## src/rtl/ball_balancer_pkg.sv

```systemverilog
// Shared types and constants for the ball balancer PID scheduler.
// Axis/state enums, default duty mapping and the saturating error helper.
package ball_balancer_pkg;

  typedef enum logic {
    AXIS_X = 1'b0,
    AXIS_Y = 1'b1
  } axis_e;

  typedef enum logic [1:0] {
    S_IDLE   = 2'd0,
    S_ISSUE  = 2'd1,
    S_WAIT   = 2'd2,
    S_UPDATE = 2'd3
  } sched_state_e;

  localparam int DUTY_NEUTRAL_DEF = 150;
  localparam int DUTY_MIN_DEF     = 100;
  localparam int DUTY_MAX_DEF     = 200;

  typedef logic signed [15:0] angle_t;

  function automatic angle_t sat_sub(angle_t sp, angle_t tl);
    logic signed [16:0] d;
    d = $signed({sp[15], sp}) - $signed({tl[15], tl});
    if (d > 17'sd32767)
      return 16'sh7fff;
    else if (d < -17'sd32768)
      return 16'sh8000;
    else
      return d[15:0];
  endfunction

endpackage

```

## src/rtl/ball_balancer_pid_sched_duty_map.sv

```systemverilog
// Maps a signed PID result onto a clamped servo duty.
// duty = clamp(NEUTRAL - pid_out, MIN, MAX), computed in 17 bits.
module pid_duty_map #(
  parameter int NEUTRAL = 150,
  parameter int MIN     = 100,
  parameter int MAX     = 200
) (
  input  logic [15:0] pid_out,
  output logic [7:0]  duty
);

  logic signed [16:0] po;
  logic signed [16:0] d;
  logic signed [16:0] lo;
  logic signed [16:0] hi;

  always_comb begin
    po = $signed({pid_out[15], pid_out});
    lo = 17'(MIN);
    hi = 17'(MAX);
    d  = 17'(NEUTRAL) - po;
    if (d < lo)
      duty = 8'(MIN);
    else if (d > hi)
      duty = 8'(MAX);
    else
      duty = d[7:0];
  end

endmodule

```

## src/rtl/ball_balancer_pid_sched.sv

```systemverilog
// Round-robin scheduler sharing one PID datapath between X and Y tilt axes.
// Captures samples, issues one evaluation at a time, maps results to duty.
module ball_balancer_pid_sched
  import ball_balancer_pkg::*;
#(
  parameter int          PID_LAT      = 2,
  parameter logic [15:0] KP_X         = 16'd900,
  parameter logic [15:0] KI_X         = 16'd0,
  parameter logic [15:0] KD_X         = 16'd64,
  parameter logic [15:0] KP_Y         = 16'd900,
  parameter logic [15:0] KI_Y         = 16'd0,
  parameter logic [15:0] KD_Y         = 16'd64,
  parameter int          DUTY_NEUTRAL = DUTY_NEUTRAL_DEF,
  parameter int          DUTY_MIN     = DUTY_MIN_DEF,
  parameter int          DUTY_MAX     = DUTY_MAX_DEF
) (
  input  logic        clk,
  input  logic        reset_n,
  input  logic        clk_en,
  input  logic        x_valid,
  input  logic        y_valid,
  input  logic [15:0] x_tilt,
  input  logic [15:0] x_setpoint,
  input  logic [15:0] y_tilt,
  input  logic [15:0] y_setpoint,
  output logic        pid_en,
  output logic        pid_axis,
  output logic [15:0] pid_error,
  output logic [15:0] pid_kp,
  output logic [15:0] pid_ki,
  output logic [15:0] pid_kd,
  input  logic [15:0] pid_out,
  output logic [7:0]  duty_x,
  output logic [7:0]  duty_y,
  output logic [1:0]  duty_valid,
  output logic [1:0]  overrun
);

  sched_state_e state;
  logic [3:0]   cnt;
  logic [1:0]   pend;
  logic [1:0]   pend_nxt;
  logic [1:0]   ovr_set;
  logic         last;
  angle_t       x_tl, x_sp, y_tl, y_sp;

  logic         gnt_any;
  logic         gnt_axis;
  logic         gnt_x;
  logic         gnt_y;
  angle_t       gnt_err;
  logic [7:0]   duty_n;

  always_comb begin
    gnt_any  = (state == S_IDLE) && (pend != 2'b00);
    gnt_axis = (pend == 2'b11) ? ~last : pend[1];
    gnt_x    = gnt_any && !gnt_axis;
    gnt_y    = gnt_any && gnt_axis;
    gnt_err  = gnt_axis ? sat_sub(y_sp, y_tl)
                        : sat_sub(x_sp, x_tl);
    // A strobe coinciding with its own grant re-arms pending cleanly
    pend_nxt[0] = x_valid | (pend[0] & ~gnt_x);
    pend_nxt[1] = y_valid | (pend[1] & ~gnt_y);
    ovr_set[0]  = x_valid & pend[0] & ~gnt_x;
    ovr_set[1]  = y_valid & pend[1] & ~gnt_y;
  end

  pid_duty_map #(
    .NEUTRAL (DUTY_NEUTRAL),
    .MIN     (DUTY_MIN),
    .MAX     (DUTY_MAX)
  ) u_map (
    .pid_out (pid_out),
    .duty    (duty_n)
  );

  always_ff @(posedge clk or negedge reset_n) begin
    if (!reset_n) begin
      x_tl    <= '0;
      x_sp    <= '0;
      y_tl    <= '0;
      y_sp    <= '0;
      pend    <= 2'b00;
      overrun <= 2'b00;
    end else if (clk_en) begin
      if (x_valid) begin
        x_tl <= x_tilt;
        x_sp <= x_setpoint;
      end
      if (y_valid) begin
        y_tl <= y_tilt;
        y_sp <= y_setpoint;
      end
      pend    <= pend_nxt;
      overrun <= overrun | ovr_set;
    end
  end

  always_ff @(posedge clk or negedge reset_n) begin
    if (!reset_n) begin
      state      <= S_IDLE;
      cnt        <= '0;
      last       <= AXIS_Y;
      pid_en     <= 1'b0;
      pid_axis   <= AXIS_X;
      pid_error  <= '0;
      pid_kp     <= KP_X;
      pid_ki     <= KI_X;
      pid_kd     <= KD_X;
      duty_x     <= 8'(DUTY_NEUTRAL);
      duty_y     <= 8'(DUTY_NEUTRAL);
      duty_valid <= 2'b00;
    end else if (clk_en) begin
      unique case (1'b1)
        (state == S_IDLE): begin
          if (gnt_any) begin
            pid_axis  <= gnt_axis;
            pid_error <= gnt_err;
            pid_kp    <= gnt_axis ? KP_Y : KP_X;
            pid_ki    <= gnt_axis ? KI_Y : KI_X;
            pid_kd    <= gnt_axis ? KD_Y : KD_X;
            pid_en    <= 1'b1;
            state     <= S_ISSUE;
          end
        end
        (state == S_ISSUE): begin
          pid_en <= 1'b0;
          cnt    <= 4'(PID_LAT);
          state  <= S_WAIT;
        end
        (state == S_WAIT): begin
          cnt <= cnt - 4'd1;
          // Last wait cycle is where pid_out becomes valid
          if (cnt == 4'd1) begin
            if (pid_axis) begin
              duty_y     <= duty_n;
              duty_valid <= 2'b10;
            end else begin
              duty_x     <= duty_n;
              duty_valid <= 2'b01;
            end
            state <= S_UPDATE;
          end
        end
        (state == S_UPDATE): begin
          duty_valid <= 2'b00;
          last       <= pid_axis;
          state      <= S_IDLE;
        end
      endcase
    end
  end

endmodule
```

## config.mk

```make
export PLATFORM = sky130hd
export DESIGN_NAME = ball_balancer_pid_sched
export DESIGN_NICKNAME = d
export VERILOG_FILES = /design/src/rtl/ball_balancer_pkg.sv /design/src/rtl/ball_balancer_pid_sched_duty_map.sv /design/src/rtl/ball_balancer_pid_sched.sv
export SDC_FILE = /design/constraint.sdc
export NUM_CORES = 1
export LEC_CHECK = 0
export BUFFER_PORTS_ARGS = -buffer_cell sky130_fd_sc_hd__buf_4
export CORE_ASPECT_RATIO = 1.5
export CORE_UTILIZATION = 45
export DETAILED_ROUTE_END_ITERATION = 8
export PLACE_DENSITY = 0.69
export SLEW_MARGIN = 20
export SYNTH_ARGS = -nofsm -noshare
export SYNTH_HDL_FRONTEND = slang
export SYNTH_SLANG_ARGS = --single-unit
```

## constraint.sdc

```tcl
create_clock -name clk -period 3.6 [get_ports clk]
set_input_delay 0.36 -clock clk [delete_from_list [all_inputs] [get_ports clk]]
set_output_delay 0.36 -clock clk [all_outputs]
set_load 0.1 [all_outputs]
```

==> run metrics, run 1 <==
Worst-Margin Slew=0.7439 ns; initial antenna violation count=0; VDD IR-drop max=469.8 uV; Worst-Skew Late Latency=0.36 ns; die extent in y=155.3 um; Clock Path Buffers=2; post-synthesis register bit count=111; chip width=104.2 um; Mean Syn Cell Area=9.742 um2; synthesized instance count=724; Synth async-reset ratio=1.000; dpl cells=1027; post-route DRC violation count=0; cell taking the most area after synthesis=dfrtp_1; Non-Filler Instances=1043; Setup TNS=0 ns; crit-path max FO=15; Hold-fix buffers, CTS=0; H-tree level count=3; routed wire length=15110 um; final hold vios=0; DR pass1 iterations=5; outcome=completed; Top Ports=171; FMAX=321.9 MHz; Mapped Area=0.007053 mm2; Total Routing Usage GR=0.1918; Synth area leaders=dfrtp_1, mux2_2, ha_1; CP required=3.85 ns; final instance area=0.008298 mm2; CP Capture Type=register; clock slew at reported path FFs=0.08 ns; Routed wire per std cell=14.48 um; post-synthesis sequential area ratio=0.3954; Post-synth EDFFs=0; placer congestion estimate=0.8302; PostCTS Resize Cnt=0; num rows=55; DRT antenna net count=0; CP Launch Type=register; layout cells sized above 1=0.2761; IO Port Bufs=122; clk root buf=clkbuf_16; Core Util, Final=0.5456; Crit path buffers/inverters=0; Worst R2R Path Depth=10; TritonCTS sink count=111; DR vias/cell=5.283; crit-path cells=ha_1 > fa_1 > nand2b_1 > a21o_1 > a211oi_1 > o21ba_1 > or3b_1 > o21a_1 > a21oi_1 > o31ai_1; top cell type's share of synthesized area=0.3619; drt initial violations=260; critical path type=register to register; CP max-delay cell=o21a_1; Pleak=3.917 nW; via count=5510; total gr overflow=0; Final Setup Violations=0; Hold Crit Class=input port to async pin; Nets=966; reg2reg start=y_tl[0]; CTS tree=built; Pins Over Slew Limit=0; Initial Util=0.4638; max cap viols=0; clk_skew=0.01379 ns; crit path time final=3.106 ns; CP arrival=3.36 ns; setup repair bufs after CTS=0; Area after DPL=0.007979 mm2; Top FF cell, synth=dfrtp_1; largest net degree at the start of global routing=83; final period utilization=0.8629; hpwl dp=11650 um; unique cell type count in the Yosys netlist=70; CP max stage delay=0.46 ns; Core ar.=0.01521 mm2; Antenna diodes=0; commonest cells in the netlist=dfrtp_1, mux2_2, nand2_1, nor2_1, buf_4; number of CTS-inserted buffers=9; hold_ws=0.04947 ns; unrepaired setup endpoints after global routing=false; Max-slew headroom=0.5041; die area=0.01619 mm2; setup slack, reg-to-reg=0.49 ns; total power per unit cell area=744.8 mW/mm2; area delta synth->final=17.65%; most common cell in the netlist=dfrtp_1; YS warnings=0; vias in the first global route=5304; first-pass GRT wire length=25300 um; Crit path max-delay family=compound AO/OA/AOI/OAI gates; R2R Path End=pid_error[5]
-- cell usage in the layout, fill, tap and decap left out, types with 3 or more instances in the layout --
cell type	synthesis	final
ha_1	40	40
nor2_1	51	51
nor3_1	4	4
a211oi_1	10	10
a21o_1	9	9
o31ai_1	8	8
nand2b_1	14	14
o21a_1	7	7
o31a_1	5	5
nand4_1	5	5
inv_1	47	47
clkinv_4	0	3
buf_4	48	125
o211ai_1	6	6
nand3_1	4	4
a22o_1	9	9
a21oi_1	46	46
a31oi_1	6	6
dfstp_2	9	9
conb_1	2	48
and2_1	6	6
xnor2_1	15	15
a22oi_1	6	6
or3_1	3	3
o21ai_1	15	15
nand2_1	65	65
dfrtp_1	102	102
xor2_1	13	13
o21bai_1	3	3
o22a_1	3	3
nor2b_1	4	4
clkbuf_16	0	9
o21ai_0	26	26
mux2_2	65	65
-- layer usage --
layer	up-vias	part of all wire	track usage
met1	2632	0.43	0.2378
li1	2689	-	-
met2	169	0.51	0.3438
met4	0	0.018	0.05918
met5	-	0	0
met3	20	0.041	0.02681
-- area by class of cell --
class / instances / area, um2
well taps: 199 / 249.0
repair buffers: 126 / 949.7
clock buffers: 9 / 225.2
fillers: 1395 / 6910
multi-input cells: 544 / 3819
flip-flops and latches: 111 / 2789
inverters: 47 / 176.4
clock inverters: 7 / 90.09
-- sequential cells by signal, indices dropped and copies added (netlist names) --
name	count
duty_y	8
x_tl	16
state	2
duty_x	8
y_sp	16
x_sp	16
overrun	2
pid_axis	1
pid_en	1
duty_valid	2
last	1
pid_error	16
pend	2
y_tl	16
cnt	4
-- per-stage QoR --
| step | setup WS, ns | total power, mW |
|---|---|---|
| after floorplan | 0.9215 | 4.455 |
| after global placement | 0.6076 | 5.135 |
| after detailed placement | 0.4971 | 5.148 |
| after CTS | 0.4703 | 6.212 |
| after global routing | 0.2076 | 6.541 |
| final | 0.4936 | 6.180 |
-- where the power goes --
group	internal (mW)	leakage (nW)	switching, mW
registers	1.55	1.31	0.221
clock network	0.555	0.153	0.487
logic	0.976	2.45	2.39
-- worst max path at each step --
stage	start	end	cells after the start
after floorplan	x_tl[0]	pid_error[9]	11
after global placement	y_tl[0]	pid_error[14]	10
after detailed placement	y_tl[0]	pid_error[14]	10
after CTS	y_tl[0]	pid_error[14]	10
after global routing	y_sp[0]	pid_error[5]	11
final	y_tl[0]	pid_error[5]	10
-- logic make-up (layout without fill, tap and decap cells) --
logic type / count (synthesis) / count (layout) / share of synthesized area
AO/OA/AOI/OAI: 189 / 189 / 0.1850
XOR/XNOR: 28 / 28 / 0.03477
adder cells (fa/ha/maj): 42 / 42 / 0.07664
buffers and inverters: 115 / 189 / 0.08763
flip-flops: 111 / 111 / 0.3954
multiplexers: 67 / 67 / 0.1066
other: 2 / 48 / 0.001065
AND/OR/NAND/NOR: 170 / 170 / 0.1128
No activity file was read; power rests on OpenSTA's default activity.
==> inputs of run 2 (changes only) <==
ABC_AREA = 1   (was not set)
==> run 2 against run 1 <==
Effect of this change: non-clock buffer count shrank 2; power rose by 4.3%; combinational power up 7.4%; utilization decreased by 1.2 points; sequential power barely moved; final cell count up 24%; register-to-register slack gained 0.61 ns; synthesized area increased by 4.8%; via count increased by 14%; worst hold slack worse by 0.011 ns; critical path depth rose by 5; critical path type unchanged.
==> run metrics, run 2 <==
outcome=completed; final hold vios=0; fin worst setup slack=1.102 ns; most common cell in the netlist=nand2_1; Initial Util=0.4588; CP Capture Type=register; post-route DRC violation count=0; unrepaired setup endpoints after global routing=false; placer congestion estimate=0.9313; vias in the first global route=6120; Mean Syn Cell Area=7.647 um2; Synth area leaders=dfrtp_1, nand2_1, ha_1; number of CTS-inserted buffers=9; Max-slew headroom=0.3553; final period utilization=0.6939; critical path type=register to register; routed wire length=16770 um; IO Port Bufs=122; Hold Crit Class=input port to async pin; YS warnings=0; unique cell type count in the Yosys netlist=41; total gr overflow=0; Setup TNS=0 ns; clock share of power=0.164; first-pass GRT wire length=28060 um; final instance area=0.008603 mm2; DR vias/cell=4.881; Antenna diodes=0; NetSw=3.388 mW; clk root buf=clkbuf_16; CTS tree=built; drt initial violations=264; DR pass1 iterations=5; Sw Ratio=0.5258; CP arrival=2.75 ns; combinational share of power=0.561; Area after DPL=0.008287 mm2; synthesized instance count=967; num rows=57; H-tree level count=3; Hold-fix buffers, CTS=0; Top FF cell, synth=dfrtp_1; Post-synth EDFFs=0; Worst-Skew Late Latency=0.36 ns; Pins Over Slew Limit=0; FMAX=400.3 MHz; setup repair bufs after CTS=0; hpwl dp=13220 um; Worst-Margin Slew=0.9636 ns; Final Setup Violations=0; fillers=1591; chip width=106.7 um; total power per unit cell area=748.9 mW/mm2; max cap viols=0; sequential fraction of design power=0.276; clock slew at reported path FFs=0.08 ns; Storage cell area=0.002789 mm2; crit path time final=2.498 ns; area of the multi-input gates=0.003926 mm2; most frequent cells in the layout=nand2_1, buf_4, dfrtp_1; post-synthesis register bit count=111; Routed wire per std cell=12.99 um; Synth async-reset ratio=1.000; post-synthesis sequential area ratio=0.3772; largest net degree at the start of global routing=86; TritonCTS sink count=111; initial antenna violation count=0; via count=6302; die extent in y=159 um; Pleak=4.661 nW; Top Ports=171; Nets=1207; area delta synth->final=16.35%; cell taking the most area after synthesis=dfrtp_1; die area=0.01696 mm2; top cell type's share of synthesized area=0.3452; Mapped Area=0.007395 mm2; internal power=3.055 mW; crit-path max FO=15; PostCTS Resize Cnt=0; Core ar.=0.01612 mm2; Setup Slack @ Placement=1.106 ns; Total Routing Usage GR=0.2064; CP Launch Type=register; Clock Path Buffers=2; DRT antenna net count=0; layout cells sized above 1=0.1954; VDD IR-drop max=596.9 uV; clk_skew=0.008827 ns; commonest non-fill, non-tap cell in the layout=nand2_1; CP required=3.85 ns; commonest cells in the netlist=nand2_1, dfrtp_1, inv_1, nor2_1, a21oi_1
==> run 2: routing by layer <==
layer	vias to the layer above	routed length, um	track usage
met4	0	384	0.07347
met1	2897	6777	0.2401
met3	26	667	0.03275
met2	165	8941	0.3765
met5	-	0	0
li1	3214	-	-
==> run 2: critical path, cell delays in order (launching register included) <==
cell      delay [ns]
dfrtp_1         0.38
ha_1            0.23
fa_1            0.40
nand3b_1        0.17
nand2_1         0.12
nand2_1         0.06
nand2_1         0.11
nand2_1         0.09
nand2_1         0.07
nand2_1         0.06
nand2_2         0.10
nor2_2          0.07
nor2_4          0.26
nand2_1         0.11
nand3_1         0.10
nand2_1         0.06
==> run 2: power groups by stage <==
| stage | combinational (mW) | clock (mW) | sequential, mW |
|---|---|---|---|
| after detailed placement | 3.61 | 0 | 1.80 |
| final | 3.61 | 1.06 | 1.78 |
| after CTS | 3.62 | 1.08 | 1.78 |
| after floorplan | 1.74 | 0 | 2.96 |
| after global placement | 3.59 | 0 | 1.79 |
| after global routing | 3.92 | 1.13 | 1.81 |
==> run 2: area by class of cell <==
type                            count  share of cell area
Multi-Input combinational cell    732              0.4564
Sequential cell                   111              0.3242
Timing Repair Buffer              124              0.1086
Inverter                          102             0.04450
Tap cell                          206             0.02996
Clock buffer                        9             0.02618
Clock inverter                      7             0.01018
==> run 2: cell families (layout without fill, tap and decap cells) <==
family / after synthesis / in the layout / share of synthesized area
flip-flops: 111 / 111 / 0.3772
adder cells (fa/ha/maj): 42 / 42 / 0.07310
AO/OA/AOI/OAI: 118 / 118 / 0.08663
other: 2 / 48 / 0.001016
XOR/XNOR: 29 / 29 / 0.03435
buffers and inverters: 170 / 242 / 0.1159
multiplexers: 30 / 30 / 0.04568
AND/OR/NAND/NOR: 465 / 465 / 0.2662
==> run 2: through the flow <==
| step | std cells | util | hold WS, ns | power [mW] |
|---|---|---|---|---|
| 5_1_grt | 1291 | 0.5338 | 0.1028 | 6.866 |
| 3_5_place_dp | 1275 | 0.5141 | 0.4610 | 5.407 |
| 2_1_floorplan | 1013 | - | 0.06441 | 4.705 |
| 4_1_cts | 1291 | 0.5335 | 0.2169 | 6.489 |
| 3_3_place_gp | 1275 | 0.5141 | 0.4561 | 5.385 |
| 6_report | 1291 | 0.5338 | 0.03839 | 6.443 |
==> run 2: final timing paths <==
path                                 from            end  slack [ns]  cells past startpoint
hold reg to reg                 duty_x[7]      duty_x[7]        0.47                      2
setup / recovery                  x_tl[0]   pid_error[3]        1.10                     15
hold / removal                    reset_n      duty_x[3]        0.04                      1
setup reg to reg                  x_tl[0]   pid_error[3]        1.10                     15
min in group clk           y_setpoint[11]       y_sp[11]        0.23                      2
max in group asynchronous         reset_n  pid_error[12]        2.82                      2
